===== config.mk =====
export PLATFORM = sky130hd
export DESIGN_NAME = rf_param_irq
export DESIGN_NICKNAME = d
export VERILOG_FILES = /design/src/rtl/rf_param_irq_pkg.sv /design/src/rtl/rf_param_irq_w1c_reg.sv /design/src/rtl/rf_param_irq.sv
export SDC_FILE = /design/constraint.sdc
export NUM_CORES = 1
export LEC_CHECK = 0
export BUFFER_PORTS_ARGS = -buffer_cell sky130_fd_sc_hd__buf_2
export CAP_MARGIN = 0
export CORE_AREA = 2 2 285 287
export DETAILED_ROUTE_END_ITERATION = 10
export DIE_AREA = 0 0 287 289
export PLACE_DENSITY_LB_ADDON = 0.08
export SKIP_LAST_GASP = 1
export SLEW_MARGIN = 40
export SYNTH_ARGS = -nofsm -noshare
export SYNTH_HDL_FRONTEND = slang
export SYNTH_SLANG_ARGS = --single-unit

===== constraint.sdc =====
create_clock -name clk -period 4.3 [get_ports clk]
set_input_delay 0.86 -clock clk [delete_from_list [all_inputs] [get_ports clk]]
set_output_delay 0.86 -clock clk [all_outputs]
set_load 0.03 [all_outputs]

===== src/rtl/rf_param_irq_pkg.sv =====
// Shared definitions for the parametrised register file: register offsets relative
// to NUM_REGS, CTRL bit positions and the start/busy FSM encoding.
package rf_param_irq_pkg;

   localparam int CTRL_START_BIT = 0;
   localparam int CTRL_BUSY_BIT  = 1;

   typedef enum logic {
      ST_IDLE = 1'b0,
      ST_BUSY = 1'b1
   } fsm_state_t;

   // The three special registers always occupy the top of the map.
   function automatic int ctrl_idx(input int num_regs);
      return num_regs - 3;
   endfunction

   function automatic int irq_en_idx(input int num_regs);
      return num_regs - 2;
   endfunction

   function automatic int irq_stat_idx(input int num_regs);
      return num_regs - 1;
   endfunction

endpackage


===== src/rtl/rf_param_irq_w1c_reg.sv =====
// Status register: hardware set, software write-1-to-clear, set wins on collision.
module rf_param_irq_w1c_reg #(
   parameter int W = 2
) (
   input  logic         clk,
   input  logic         reset_n,
   input  logic [W-1:0] hw_set,
   input  logic         clr_we,
   input  logic [W-1:0] clr_data,
   output logic [W-1:0] q
);

   logic [W-1:0] q_reg;
   logic [W-1:0] q_next;

   assign q_next = (q_reg & ~({W{clr_we}} & clr_data)) | hw_set;

   always_ff @(posedge clk or negedge reset_n) begin
      if (!reset_n) begin
         q_reg <= '0;
      end else begin
         q_reg <= q_next;
      end
   end

   assign q = q_reg;

endmodule


===== src/rtl/rf_param_irq.sv =====
// Slave-bus register file: GP config registers, CTRL start/busy FSM, IRQ enable/status
// and a registered read port plus a registered, masked interrupt.
module rf_param_irq
   import rf_param_irq_pkg::*;
#(
   parameter int DATA_W   = 32,
   parameter int ADDR_W   = 16,
   parameter int NUM_REGS = 23,
   parameter int IRQ_W    = 2
) (
   input  logic                            clk,
   input  logic                            reset_n,
   input  logic                            s_wr,
   input  logic                            s_rd,
   input  logic [ADDR_W-1:0]               s_addr,
   input  logic [DATA_W-1:0]               s_din,
   output logic [DATA_W-1:0]               s_dout,
   output logic                            s_rvalid,
   input  logic [IRQ_W-1:0]                hw_event,
   output logic                            hw_start,
   output logic                            busy,
   output logic [(NUM_REGS-3)*DATA_W-1:0]  gp_q,
   output logic                            interrupt_out
);

   localparam int NUM_GP = NUM_REGS - 3;
   localparam logic [ADDR_W-1:0] CTRL_ADDR     = ADDR_W'(ctrl_idx(NUM_REGS));
   localparam logic [ADDR_W-1:0] IRQ_EN_ADDR   = ADDR_W'(irq_en_idx(NUM_REGS));
   localparam logic [ADDR_W-1:0] IRQ_STAT_ADDR = ADDR_W'(irq_stat_idx(NUM_REGS));

   logic               ctrl_we;
   logic               en_we;
   logic               stat_we;
   logic               start_req;
   logic [IRQ_W-1:0]   irq_en_reg;
   logic [IRQ_W-1:0]   irq_stat;
   fsm_state_t         state_reg;
   logic               hw_start_reg;
   logic               busy_reg;
   logic [DATA_W-1:0]  rd_mux;
   logic [DATA_W-1:0]  s_dout_reg;
   logic               s_rvalid_reg;
   logic               irq_reg;

   assign ctrl_we   = s_wr && (s_addr == CTRL_ADDR);
   assign en_we     = s_wr && (s_addr == IRQ_EN_ADDR);
   assign stat_we   = s_wr && (s_addr == IRQ_STAT_ADDR);
   assign start_req = ctrl_we && s_din[CTRL_START_BIT];

   generate
      for (genvar gi = 0; gi < NUM_GP; gi++) begin : g_gp
         logic              gp_we;
         logic [DATA_W-1:0] gp_reg;

         assign gp_we = s_wr && (s_addr == ADDR_W'(gi));

         always_ff @(posedge clk or negedge reset_n) begin
            if (!reset_n) begin
               gp_reg <= '0;
            end else if (gp_we) begin
               gp_reg <= s_din;
            end
         end

         assign gp_q[gi*DATA_W +: DATA_W] = gp_reg;
      end
   endgenerate

   always_ff @(posedge clk or negedge reset_n) begin
      if (!reset_n) begin
         irq_en_reg <= '0;
      end else if (en_we) begin
         irq_en_reg <= s_din[IRQ_W-1:0];
      end
   end

   rf_param_irq_w1c_reg #(
      .W (IRQ_W)
   ) u_irq_stat (
      .clk      (clk),
      .reset_n  (reset_n),
      .hw_set   (hw_event),
      .clr_we   (stat_we),
      .clr_data (s_din[IRQ_W-1:0]),
      .q        (irq_stat)
   );

   // Start pulse and busy are produced together so the datapath sees them aligned.
   always_ff @(posedge clk or negedge reset_n) begin
      if (!reset_n) begin
         state_reg    <= ST_IDLE;
         hw_start_reg <= 1'b0;
         busy_reg     <= 1'b0;
      end else begin
         hw_start_reg <= 1'b0;
         case (state_reg)
            ST_IDLE: begin
               if (start_req) begin
                  state_reg    <= ST_BUSY;
                  hw_start_reg <= 1'b1;
                  busy_reg     <= 1'b1;
               end
            end
            ST_BUSY: begin
               if (hw_event[0]) begin
                  state_reg <= ST_IDLE;
                  busy_reg  <= 1'b0;
               end
            end
            default: begin
               state_reg <= ST_IDLE;
               busy_reg  <= 1'b0;
            end
         endcase
      end
   end

   always_comb begin
      rd_mux = '0;
      for (int i = 0; i < NUM_GP; i++) begin
         if (s_addr == ADDR_W'(i)) begin
            rd_mux = gp_q[i*DATA_W +: DATA_W];
         end
      end
      if (s_addr == CTRL_ADDR) begin
         rd_mux[CTRL_BUSY_BIT] = busy_reg;
      end
      if (s_addr == IRQ_EN_ADDR) begin
         rd_mux = DATA_W'(irq_en_reg);
      end
      if (s_addr == IRQ_STAT_ADDR) begin
         rd_mux = DATA_W'(irq_stat);
      end
   end

   // Read data is sampled from pre-edge state, so a same-cycle write is not visible.
   always_ff @(posedge clk or negedge reset_n) begin
      if (!reset_n) begin
         s_dout_reg   <= '0;
         s_rvalid_reg <= 1'b0;
         irq_reg      <= 1'b0;
      end else begin
         s_rvalid_reg <= s_rd;
         if (s_rd) begin
            s_dout_reg <= rd_mux;
         end
         irq_reg <= |(irq_stat & irq_en_reg);
      end
   end

   assign s_dout        = s_dout_reg;
   assign s_rvalid      = s_rvalid_reg;
   assign hw_start      = hw_start_reg;
   assign busy          = busy_reg;
   assign interrupt_out = irq_reg;

endmodule


### After elaboration in Yosys (flattened, before gate mapping)

Index checks and enable logic that the tools add are counted.

| operators by class | value |
|---|---|
| equal/unequal tests | 24 |
| bitwise operators | 6 |
| reductions and logical operators | 27 |
| muxes and demuxes | 30 |

Operator list:

| kind | number |
|---|---|
| two-way mux 32 bit | 22 |
| == test 16 x 4 -> 1 bit (second input constant) | 8 |
| == test 16 x 5 -> 1 bit (second input constant) | 7 |
| == test 16 x 3 -> 1 bit (second input constant) | 4 |
| == test 16 x 2 -> 1 bit (second input constant) | 2 |
| logical AND 1 bit | 24 |
| == test 16 x 1 -> 1 bit (second input constant) | 1 |
| logical NOT 16 bit | 1 |
| AND 2 bit | 3 |
| two-way mux 1 bit | 6 |
| != test 2 bit (second input constant) | 2 |
| case mux 1 bit (2 select lines) | 2 |
| inverter 2 bit | 1 |
| OR 2 bit | 1 |
| AND reduction 2 bit | 1 |
| OR reduction 2 bit | 1 |
| inverter 1 bit | 1 |

| word-level totals | value |
|---|---|
| flip-flop bits (word level) | 681 |
| word-level logic and storage cells | 115 |
| input port bits | 54 |

### Depth between registers and ports, before layout

| logic depth | value |
|---|---|
| depth in word-level cells | 24 |
| depth in mapped cells | 11 |

### Cells and area by module

Synthesis repeated with hierarchy kept, for this count alone.

| unflattened totals | value |
|---|---|
| cell total of the unflattened synthesis | 2482 |
| area, all modules | 31483.9 um^2 |

By module, submodules not included:

| module | area an instance (um^2) | sequential area each (um^2) | cells each | times used |
|---|---|---|---|---|
| rf_param_irq | 31411.4 | 16991.3 | 2476 | 1 |
| rf_param_irq_w1c_reg | 72.6 | 50.0 | 6 | 1 |

### Worst setup path after synthesis

OpenSTA, ideal clock, no wires.

| path | value |
|---|---|
| path type | in2reg |
| start point | input s_addr[11] |
| end point | register s_dout_reg[1], in the netlist s_dout[1] |
| data arrival time | 3.101 ns |
| required time | 4.153 ns |
| setup slack | 1.052 ns |
| cell stages on the path | 10 |
| cells stage by stage | or4_1 > buf_2 > or4_1 > buf_2 > nor2_2 > buf_2 > inv_1 > o2111ai_1 > a21o_1 > a41oi_1 |

| between the ends | value |
|---|---|
| cells in the longest elaborated chain, start to end | 24 |

RTL lines:

| element | line | RTL |
|---|---|---|
| start: declaration | rf_param_irq.sv:15 | `input logic [ADDR_W-1:0] s_addr,` |
| logical NOT 16 bit | rf_param_irq.sv:121 | `if (s_addr == ADDR_W'(i)) begin` |
| two-way mux 32 bit (20 in a row) | rf_param_irq.sv:121 |  |
| two-way mux 1 bit | rf_param_irq.sv:125 | `if (s_addr == CTRL_ADDR) begin` |
| two-way mux 32 bit | rf_param_irq.sv:128 | `if (s_addr == IRQ_EN_ADDR) begin` |
| two-way mux 32 bit * | rf_param_irq.sv:131 | `if (s_addr == IRQ_STAT_ADDR) begin` |
| end signal: assignment | rf_param_irq.sv:145 | `s_dout_reg <= rd_mux;` |
| end: declaration | rf_param_irq.sv:41 | `logic [DATA_W-1:0] s_dout_reg;` |

Every way passes the cells marked *; elsewhere a longest branch is shown, timed or not.
A chain may end at the register's enable or synchronous reset.

### Worst setup path in the final report

| path | value |
|---|---|
| start point | input s_addr[11] |
| end point | register g_gp[12].gp_reg[26] |

| between the ends | value |
|---|---|
| cells in the longest elaborated chain, start to end | 2 |

RTL lines:

| element | line | RTL |
|---|---|---|
| == test 16 x 4 -> 1 bit | rf_param_irq.sv:55 | `assign gp_we = s_wr && (s_addr == ADDR_W'(gi));` |
| logical AND 1 bit | rf_param_irq.sv:55 |  |
| end signal: assignment | rf_param_irq.sv:61 | `gp_reg <= s_din;` |
| end: declaration | rf_param_irq.sv:53 | `logic [DATA_W-1:0] gp_reg;` |

No other way between the ends.

==> impl_metrics.tcl <==
set metrics [dict create \
    cts_tree "yes" \
    final_antenna_net_count 0 \
    synth_nets 2450 \
    yosys_register_bits 681 \
    hpwl_um 105800 \
    worst_pin_slew_ns 0.9992 \
    slew_viol_final 0 \
    cts_setup_buffers 0 \
    tns_ns 0 \
    grt_pass1_vias 25820 \
    postSynthAreaPerCell_um2 12.67 \
    dpl_cell_area_um2 36080 \
    layout_commonest_cell "buf_2" \
    cts_resized 0 \
    fp.dieH_um 289 \
    clock_sinks 681 \
    start_util_pct 38.00 \
    peakVddDrop_mv 0.2525 \
    die_w_um 287 \
    cts_buffer_depth 3 \
    critPathMaxFanout 32 \
    wl_per_cell_um 35.52 \
    portBuffers 729 \
    synth_largest_area_cell "dfrtp_1" \
    post-route-period-util_pct 82.21 \
    seq_area_frac_synth_pct 56.13 \
    status "completed" \
    cp.arrival_ns 4.03 \
    rsz0062_at_grt "no" \
    dominantRegCellSynth "dfrtp_1" \
    clock_latency_ns 0.64 \
    area_growth_pct 27.21 \
    gp_congestion 0.9734 \
    dp.cells 4112 \
    dr_total_vias 25750 \
    hp-class "input port to asynchronous set/reset pin" \
    setup_viol 0 \
    r2r_cells 8 \
    drive_above_1_share_pct 53.02 \
    final_cell_mix "buf_2, dfrtp_1, mux2_2" \
    synth_area_leaders "dfrtp_1, mux2_2, a22oi_1, clkbuf_1, nand2_1" \
    synthCells 2396 \
    viasPerCell 6.051 \
    power_density_nw_per_um2 350.0 \
    grt_pass1_wl_um 207000 \
    netlist_area_um2 30360 \
    drt_wl_total_um 151200 \
    fmax_ghz 0.2829 \
    drt_pre_antenna_iters 6 \
    design_area_um2 38620 \
    whs_ns 0.1327 \
    htreeDepth 3 \
    worstSetupPathType "input port to register" \
    max_slew_margin_pct 33.39 \
    cts_hold_buffers 0 \
    synth-async-reset-ratio_pct 100.0 \
    antenna_found_initial 5 \
    skew_ns 0.03248 \
    drt-initial-drc-count 2769 \
    dieArea_um2 82940 \
    fin_cells 4256 \
    largest_register_ff_count 640 \
    n_fill_cell 7473 \
    final_hold_viol_count 0 \
    rows 104 \
    cp.required_ns 4.80 \
    p_leak_uw 0.02099 \
    endpoint_kind "register" \
    max_cap_violations 0 \
    grt_max_degree 95 \
    yosysUniqueCellTypes 58 \
    nNetsFinal 3187 \
    finalCriticalPeriod_ns 3.535 \
    synth_edf_count 0 \
    coreArea_um2 79900 \
    synth_warnings 0 \
    cts_root_buffer "clkbuf_16" \
    gr-total-overflow 0 \
    drcViolationCount 0 \
    synth_top_area_share_pct 56.13 \
    worstSetupStartpointType "input port" \
    ios 730 \
    cts.clk_slew.worst_paths_ns 0.06 \
    grt_util_all_layers_pct 35.61 \
    cts_buffers 78 \
]
-- synthesized netlist by cell type, drive strengths merged, types with 11 or more instances --
master,number
a222oi,24
a21boi,14
clkbuf,158
mux2,653
o21ai,74
a31oi,25
nand3,72
inv,14
dfrtp,681
nor3,19
a22oi,100
a221oi,23
nor4,11
nand4,13
nand2,117
nor2,75
a21oi,87
buf,54
o221ai,22
mux2i,25
a211oi,21
o211ai,11
-- per-layer routing --
layer	GRT usage, %	wire [um]	vias to the layer above
met4	16.45	7842	2
li1	-	-	10410
met1	45.42	58860	13450
met2	56.59	69840	1493
met5	0	8	-
met3	9.622	14610	397
-- worst paths after layout --
path,startpoint,end,slack [ns]
worst min-delay path,reset_n,g_gp[18].gp_reg[1],0.13
worst max register to register,g_gp[1].gp_reg[30],s_dout[30],2.09
max in group asynchronous,reset_n,g_gp[0].gp_reg[3],2.84
worst max-delay path,s_addr[11],g_gp[12].gp_reg[26],0.77
min in group clk,hw_event[1],u_irq_stat.q[1],0.41
worst min register to register,s_dout[0],s_dout[0],0.52
-- critical path: stages --
cell and delay (ns):
buf_2 0.10, or4_1 0.79, or4_1 0.82, nor2_4 0.43, nand2_4 0.53, mux2_2 0.47
-- area by class of cell --
type	count	area [um^2]	area share [%]
Antenna cell	3	7.507	0.01944
Clock buffer	117	2291	5.932
Clock inverter	23	215.2	0.5572
Inverter	15	56.30	0.1458
Multi-Input combinational cell	1488	12670	32.81
Sequential cell	681	17040	44.12
Tap cell	1060	1326	3.434
Timing Repair Buffer	869	5010	12.97
-- report_power, final --
group	internal, uW	total (uW)	switching [uW]
Combinational	92.8	473	380
Clock	3860	6630	2770
Sequential	6410	6420	2.97
-- metrics by stage --
| stage | util [%] | worst slack (ns) | power (uW) |
|---|---|---|---|
| after global placement | 45.15 | 0.2298 | 6995 |
| after floorplan | - | 1.052 | 6690 |
| final | 48.34 | 0.7650 | 13520 |
| after CTS | 48.29 | 0.8413 | 13610 |
| after global routing | 48.33 | 0.7663 | 13890 |
| after detailed placement | 45.16 | 0.1928 | 7001 |
-- logic make-up after synthesis --
| logic type | after synthesis | synth area share [%] |
|---|---|---|
| buffers and inverters | 227 | 2.889 |
| AND/OR/NAND/NOR | 353 | 5.510 |
| AO/OA/AOI/OAI | 456 | 10.35 |
| multiplexers | 679 | 25.12 |
| flip-flops | 681 | 56.13 |
No activity file was read; power rests on OpenSTA's default activity.
